[src/rtl/key_expansion.sv]
// -----------------------------------------------------------------------------
// key_expansion
//   AES-128 on-the-fly key schedule. A start request captures a 128-bit cipher
//   key and the block then streams the 11 round keys (round 0 = cipher key,
//   rounds 1..10 derived) over a valid/ready handshake. A new round key is
//   computed only when the current one is accepted, so one 128-bit register
//   holds the whole schedule state.
//
// Ports
//   clk        in   1    clock, rising edge
//   rst_n      in   1    asynchronous active-low reset
//   start      in   1    load key_in and begin a schedule (ignored while busy)
//   key_in     in   128  cipher key, byte 0 at [127:120], w0 at [127:96]
//   rk_ready   in   1    downstream accepts round_key this cycle
//   round_key  out  128  current round key, same byte order as key_in
//   round_num  out  4    index of round_key, 0..10
//   rk_valid   out  1    round_key / round_num valid
//   busy       out  1    schedule in progress
//   done       out  1    one-cycle pulse after round 10 is accepted
// -----------------------------------------------------------------------------

// Byte substitution: FIPS-197 S-box as a combinational lookup table.
module key_expansion_sbox (
    input  logic [7:0] in_i,
    output logic [7:0] out_o
);
    // Ascending packed range: element 0 sits in the most significant byte of
    // the literal, so the table reads in natural S-box order.
    localparam logic [0:255][7:0] SBOX = {
        128'h637c777bf26b6fc53001672bfed7ab76,
        128'hca82c97dfa5947f0add4a2af9ca472c0,
        128'hb7fd9326363ff7cc34a5e5f171d83115,
        128'h04c723c31896059a071280e2eb27b275,
        128'h09832c1a1b6e5aa0523bd6b329e32f84,
        128'h53d100ed20fcb15b6acbbe394a4c58cf,
        128'hd0efaafb434d338545f9027f503c9fa8,
        128'h51a3408f929d38f5bcb6da2110fff3d2,
        128'hcd0c13ec5f974417c4a77e3d645d1973,
        128'h60814fdc222a908846eeb814de5e0bdb,
        128'he0323a0a4906245cc2d3ac629195e479,
        128'he7c8376d8dd54ea96c56f4ea657aae08,
        128'hba78252e1ca6b4c6e8dd741f4bbd8b8a,
        128'h703eb5664803f60e613557b986c11d9e,
        128'he1f8981169d98e949b1e87e9ce5528df,
        128'h8ca1890dbfe6426841992d0fb054bb16
    };

    assign out_o = SBOX[in_i];
endmodule

module key_expansion (
    input  logic         clk,
    input  logic         rst_n,
    input  logic         start,
    input  logic [127:0] key_in,
    input  logic         rk_ready,
    output logic [127:0] round_key,
    output logic [3:0]   round_num,
    output logic         rk_valid,
    output logic         busy,
    output logic         done
);
    localparam int         NUM_BYTES  = 4;
    localparam logic [3:0] LAST_ROUND = 4'd10;
    localparam logic [7:0] RCON_INIT  = 8'h01;

    localparam logic [0:0] IDLE = 1'b0;
    localparam logic [0:0] EMIT = 1'b1;

    logic [0:0]   state_q,     state_d;
    logic [127:0] round_key_q, round_key_d;
    logic [3:0]   round_num_q, round_num_d;
    logic [7:0]   rcon_q,      rcon_d;
    logic         rk_valid_q,  rk_valid_d;
    logic         busy_q,      busy_d;
    logic         done_q,      done_d;

    // ---------------------------------------------------------------------
    // Next round key datapath
    // ---------------------------------------------------------------------
    logic [31:0] w0, w1, w2, w3;
    logic [31:0] rot_w3;
    logic [31:0] sub_w3;
    logic [31:0] temp;
    logic [31:0] nw0, nw1, nw2, nw3;
    logic [127:0] next_key;
    logic [7:0]   next_rcon;

    assign {w0, w1, w2, w3} = round_key_q;

    // RotWord: {a,b,c,d} -> {b,c,d,a}
    assign rot_w3 = {w3[23:0], w3[31:24]};

    // SubWord: one S-box per byte of the rotated word
    for (genvar g = 0; g < NUM_BYTES; g++) begin : g_sub
        key_expansion_sbox u_sbox (
            .in_i  (rot_w3[8*g +: 8]),
            .out_o (sub_w3[8*g +: 8])
        );
    end

    assign temp     = sub_w3 ^ {rcon_q, 24'h0};
    assign nw0      = w0 ^ temp;
    assign nw1      = w1 ^ nw0;
    assign nw2      = w2 ^ nw1;
    assign nw3      = w3 ^ nw2;
    assign next_key = {nw0, nw1, nw2, nw3};

    // xtime in GF(2^8): 01,02,...,80,1b,36
    assign next_rcon = {rcon_q[6:0], 1'b0} ^ (rcon_q[7] ? 8'h1b : 8'h00);

    // ---------------------------------------------------------------------
    // Control
    // ---------------------------------------------------------------------
    logic handshake;
    assign handshake = rk_valid_q & rk_ready;

    always_comb begin
        state_d     = state_q;
        round_key_d = round_key_q;
        round_num_d = round_num_q;
        rcon_d      = rcon_q;
        rk_valid_d  = rk_valid_q;
        busy_d      = busy_q;
        done_d      = 1'b0;

        case (state_q)
            IDLE: begin
                // done is high in the first IDLE cycle, so a start here is
                // taken and back-to-back schedules lose no cycle.
                if (start) begin
                    round_key_d = key_in;
                    round_num_d = 4'd0;
                    rcon_d      = RCON_INIT;
                    rk_valid_d  = 1'b1;
                    busy_d      = 1'b1;
                    state_d     = EMIT;
                end
            end
            EMIT: begin
                // start is deliberately not looked at while a schedule runs.
                if (handshake) begin
                    if (round_num_q == LAST_ROUND) begin
                        // round_key keeps the round-10 value after completion
                        rk_valid_d = 1'b0;
                        busy_d     = 1'b0;
                        done_d     = 1'b1;
                        state_d    = IDLE;
                    end else begin
                        round_key_d = next_key;
                        round_num_d = round_num_q + 4'd1;
                        rcon_d      = next_rcon;
                    end
                end
            end
            default: begin
                state_d    = IDLE;
                rk_valid_d = 1'b0;
                busy_d     = 1'b0;
            end
        endcase
    end

    always_ff @(posedge clk or negedge rst_n) begin
        if (!rst_n) begin
            state_q     <= IDLE;
            round_key_q <= '0;
            round_num_q <= '0;
            rcon_q      <= RCON_INIT;
            rk_valid_q  <= 1'b0;
            busy_q      <= 1'b0;
            done_q      <= 1'b0;
        end else begin
            state_q     <= state_d;
            round_key_q <= round_key_d;
            round_num_q <= round_num_d;
            rcon_q      <= rcon_d;
            rk_valid_q  <= rk_valid_d;
            busy_q      <= busy_d;
            done_q      <= done_d;
        end
    end

    assign round_key = round_key_q;
    assign round_num = round_num_q;
    assign rk_valid  = rk_valid_q;
    assign busy      = busy_q;
    assign done      = done_q;
endmodule

[config.mk]
export PLATFORM = sky130hd
export DESIGN_NAME = key_expansion
export DESIGN_NICKNAME = d
export VERILOG_FILES = /design/src/rtl/key_expansion.sv
export SDC_FILE = /design/constraint.sdc
export NUM_CORES = 1
export LEC_CHECK = 0
export ABC_AREA = 1
export ABC_CLOCK_PERIOD_IN_PS = 3200
export CAP_MARGIN = 5
export CORE_MARGIN = 8
export CORE_UTILIZATION = 45
export DETAILED_ROUTE_END_ITERATION = 6
export MAX_ROUTING_LAYER = met4
export PLACE_DENSITY = 0.66
export SYNTH_ARGS = -nofsm -noshare
export SYNTH_HDL_FRONTEND = slang
export SYNTH_SLANG_ARGS = --single-unit
[constraint.sdc]
create_clock -name clk -period 3.2 [get_ports clk]
set_input_delay 0.8 -clock clk [delete_from_list [all_inputs] [get_ports clk]]
set_output_delay 0.8 -clock clk [all_outputs]
set_load 0.01 [all_outputs]
==> metrics.md <==
| Metric | Value |
|---|---|
| Num ports | approximately 270 |
| Port Buffer Count | 266 |
| Violated checks | DRC |
| Period minus WS final | ~3 ns |
| H-tree levels | 4 |
| Reg2reg path depth | 20 |
| # DRC | 13 |
| Synth Flop Type | dfrtp_1 |
| FFs w/ async S/R, synth | 100.0% |
| Number of buffers created by CTS | 17 |
| Core ar. | 45,190 um^2 |
| CTS tree | built |
| Die span in x | 229.6 um |
| Final period utilization | approximately 95% |
| Syn-to-layout area delta | 21.24% |
| Total track usage | 40.47% |
| Vias per cell | 6.324 |
| Worst-skew pair later-pin latency | 0.47 ns |
| Largest area contributor in the netlist | nand3_1 |
| Maximum buffer depth of the clock tree | 2 |
| Grt ovf | 0 |
| CP Capture Type | flop |
| Req. time, crit path | roughly 3.6 ns |
| Worst R2R Setup Slack | 0.17 ns |
| Via count | 29,080 |
| Worst slew pin tran | 0.8256 ns |
| Critical path data arrival time | 3.39 ns |
| Vias in the first global route | 26,260 |
| Mapped Avg Cell Area | 5.431 um^2 |
| Largest net degree at the start of global routing | 99 |
| Routed wire length | between 100 and 150 mm |
| Top cells by area, synth | nand3_1 (29%), nand2_1 (21%), dfrtp_1 (17%), nor2_1 (4.9%), a21oi_1 (4.1%) |
| Setup Viol. Count Final | 0 |
| Number of synthesized flops with an enable pin | 0 |
| Clock Skew | approximately 0.012 ns |
| Mapped cell area | 20,540 um^2 |
| Filler Cell Count | 4,869 |
| Detailed Route Iter0 Violations | 5,373 |
| Outcome | finished, violations left |
| Total clock sinks | approximately 140 |
| Most numerous cell in the Yosys netlist | nand3_1 |
| Worst R2R End | round_key[27] |
| Worst Path Class, Setup | flop to flop |
| # rows | 78 |
| Routed Antenna Nets | 0 |
| Start of the worst register-to-register path | round_key[17] |
| Initial antenna violation count | 12 |
| Syn Nets | 3,976 |
| Post-DR wirelength/cell | ~24 um |
| Placer Congestion | about 1.1 |
| Pins Over Slew Limit | 0 |
| Crit Path Max Fanout | 10 |
| Worst Setup Start Kind | flop |
| Root buffer cell | clkbuf_16 |
| Commonest cells in the synthesized netlist | nand3_1 (1,184), nand2_1 (1,144), nor2_1 (268), inv_1 (186), a21oi_1 (170) |
| CTS clk-pin slew, worst paths | 0.07 ns |
| Syn Inst Count | between 3,000 and 4,000 |
| #FFs+latches synth | about 140 |
| Type of the most critical hold path | input pin to asynchronous set/reset pin |
| Die area | 52,730 um^2 |
| Hold-fix buffers, CTS | 0 |
| Synth cell types | 30 |
| First-pass GRT wire length | 164.2 mm |
| Max Cap Viol | 0 |
| Ys Warns | 0 |
| Yosys top cell area share | 28.85% |
| F_max | around 330 MHz |
| Starting Density | 45.45% |
| HPWL after DPL | 80.98 mm |
| Max_slew headroom | 44.90% |
| Layout Nets | between 4,000 and 5,000 |
| Final Hold Viols | 0 |
| Sequential fraction of the synthesis area | 17.43% |
| Hold Worst Slack | 0.2832 ns |
| Layout cell share with drive strength beyond 1 | 7.625% |
| TritonRoute pass-1 iters | 7 |
| Die Y | 229.6 um |
[critical path: stages, from the launching register on]
cell	delay, ns
dfrtp_1	0.39
inv_2	0.20
buf_4	0.19
ha_1	0.30
nand2_1	0.23
nand2_2	0.19
nand2_1	0.14
nand3_1	0.12
nand2_1	0.06
nand3_1	0.09
nand3_1	0.18
nand2_1	0.13
nand2_1	0.09
nand2_1	0.12
nand2_1	0.09
nand3_2	0.07
nand2_1	0.08
nand2_1	0.06
nand3_1	0.08
nand2_1	0.08
nand2_1	0.04
[through the flow]
stage | TNS [ns] | instances | utilization, % | area [um^2] | worst slack, ns
floorplan | 0 | 3782 | - | 20540 | 0.3273
global placement | 0 | 4554 | 53.51 | 24180 | 0.1569
detailed placement | 0 | 4554 | 53.51 | 24180 | 0.1340
CTS | 0 | 4586 | 54.78 | 24750 | 0.1020
global route | -0.007085 | 4599 | 55.11 | 24900 | -0.007085
finish | 0 | 4599 | 55.11 | 24900 | 0.1715
[per-layer routing]
layer	part of all wire [%]	GRT usage, %
met5	0	-
met2	42	56.13
met1	40	53.68
met4	5.8	20.46
met3	13	10.26
[how the worst max path moves through the flow]
stage | startpoint | endpoint | slack [ns]
after floorplan | round_key[16] | round_key[30] | 0.33
after global placement | round_key[8] | round_key[22] | 0.16
after detailed placement | round_key[8] | round_key[22] | 0.13
after CTS | round_key[8] | round_key[22] | 0.10
after global routing | round_key[24] | round_key[6] | -0.007
final | round_key[17] | round_key[27] | 0.17
[layout make-up]
type	count	area, um^2	share of cell area (%)
multi-input cells	3157	14900	59.82
repair buffers	451	4278	17.18
clock buffers	23	488.0	1.960
diodes	12	30.03	0.1206
inverters	204	780.7	3.135
well taps	600	750.7	3.015
clock inverters	9	85.08	0.3417
flip-flops and latches	143	3592	14.43
[cells by family (layout without fill, tap and decap cells)]
kind of cell | Yosys count | in the layout | synth area share [%]
AOI/OAI and AO/OA | 429 | 429 | 11.18
xor gates and xnor gates | 9 | 9 | 0.3838
adders and majority gates | 62 | 62 | 3.777
buffers and inverters | 482 | 687 | 10.58
DFF | 143 | 143 | 17.43
other | 0 | 12 | 0
and+or+nand+nor | 2657 | 2657 | 56.65
[what timing repair did]
action | CTS | global route
gates resized for setup | 0 | 35
setup endpoints to repair | 0 | 25
hold endpoints to repair | 0 | 0
buffers inserted | 0 | 1
[registers in the layout (all words and copies together), names as in the netlist]
signal / count
done: 1
rcon_q: 8
round_num: 4
busy: 1
round_key: 128
state_q: 1
[cell usage in the layout, fill, tap and decap left out, types with 3 or more instances in the layout]
| master | netlist | final |
|---|---|---|
| buf_4 | 36 | 167 |
| clkbuf_8 | 0 | 4 |
| nand2_1 | 1144 | 1130 |
| or2_2 | 3 | 3 |
| nand2_4 | 1 | 3 |
| ha_1 | 62 | 58 |
| nor2_1 | 268 | 267 |
| clkinvlp_4 | 0 | 3 |
| ha_2 | 0 | 4 |
| o21ai_0 | 144 | 143 |
| xor2_1 | 9 | 9 |
| nand2_2 | 20 | 32 |
| a21oi_1 | 170 | 170 |
| dfrtp_2 | 0 | 7 |
| diode_2 | 0 | 12 |
| inv_2 | 14 | 16 |
| buf_12 | 0 | 18 |
| clkdlybuf4s50_1 | 0 | 265 |
| o22ai_1 | 90 | 90 |
| nand3_1 | 1184 | 1175 |
| inv_1 | 186 | 181 |
| dfrtp_1 | 142 | 134 |
| nand4_1 | 23 | 23 |
| o21ai_1 | 10 | 11 |
| o211ai_1 | 11 | 11 |
| nand3_2 | 3 | 11 |
| nand3b_1 | 9 | 9 |
| clkinv_1 | 3 | 3 |
| clkbuf_16 | 0 | 17 |
| clkinv_2 | 0 | 3 |
| nor2_2 | 2 | 3 |
Power is not shown: default switching activity piles up to over one toggle a cycle in this logic, so the estimate is an artifact.
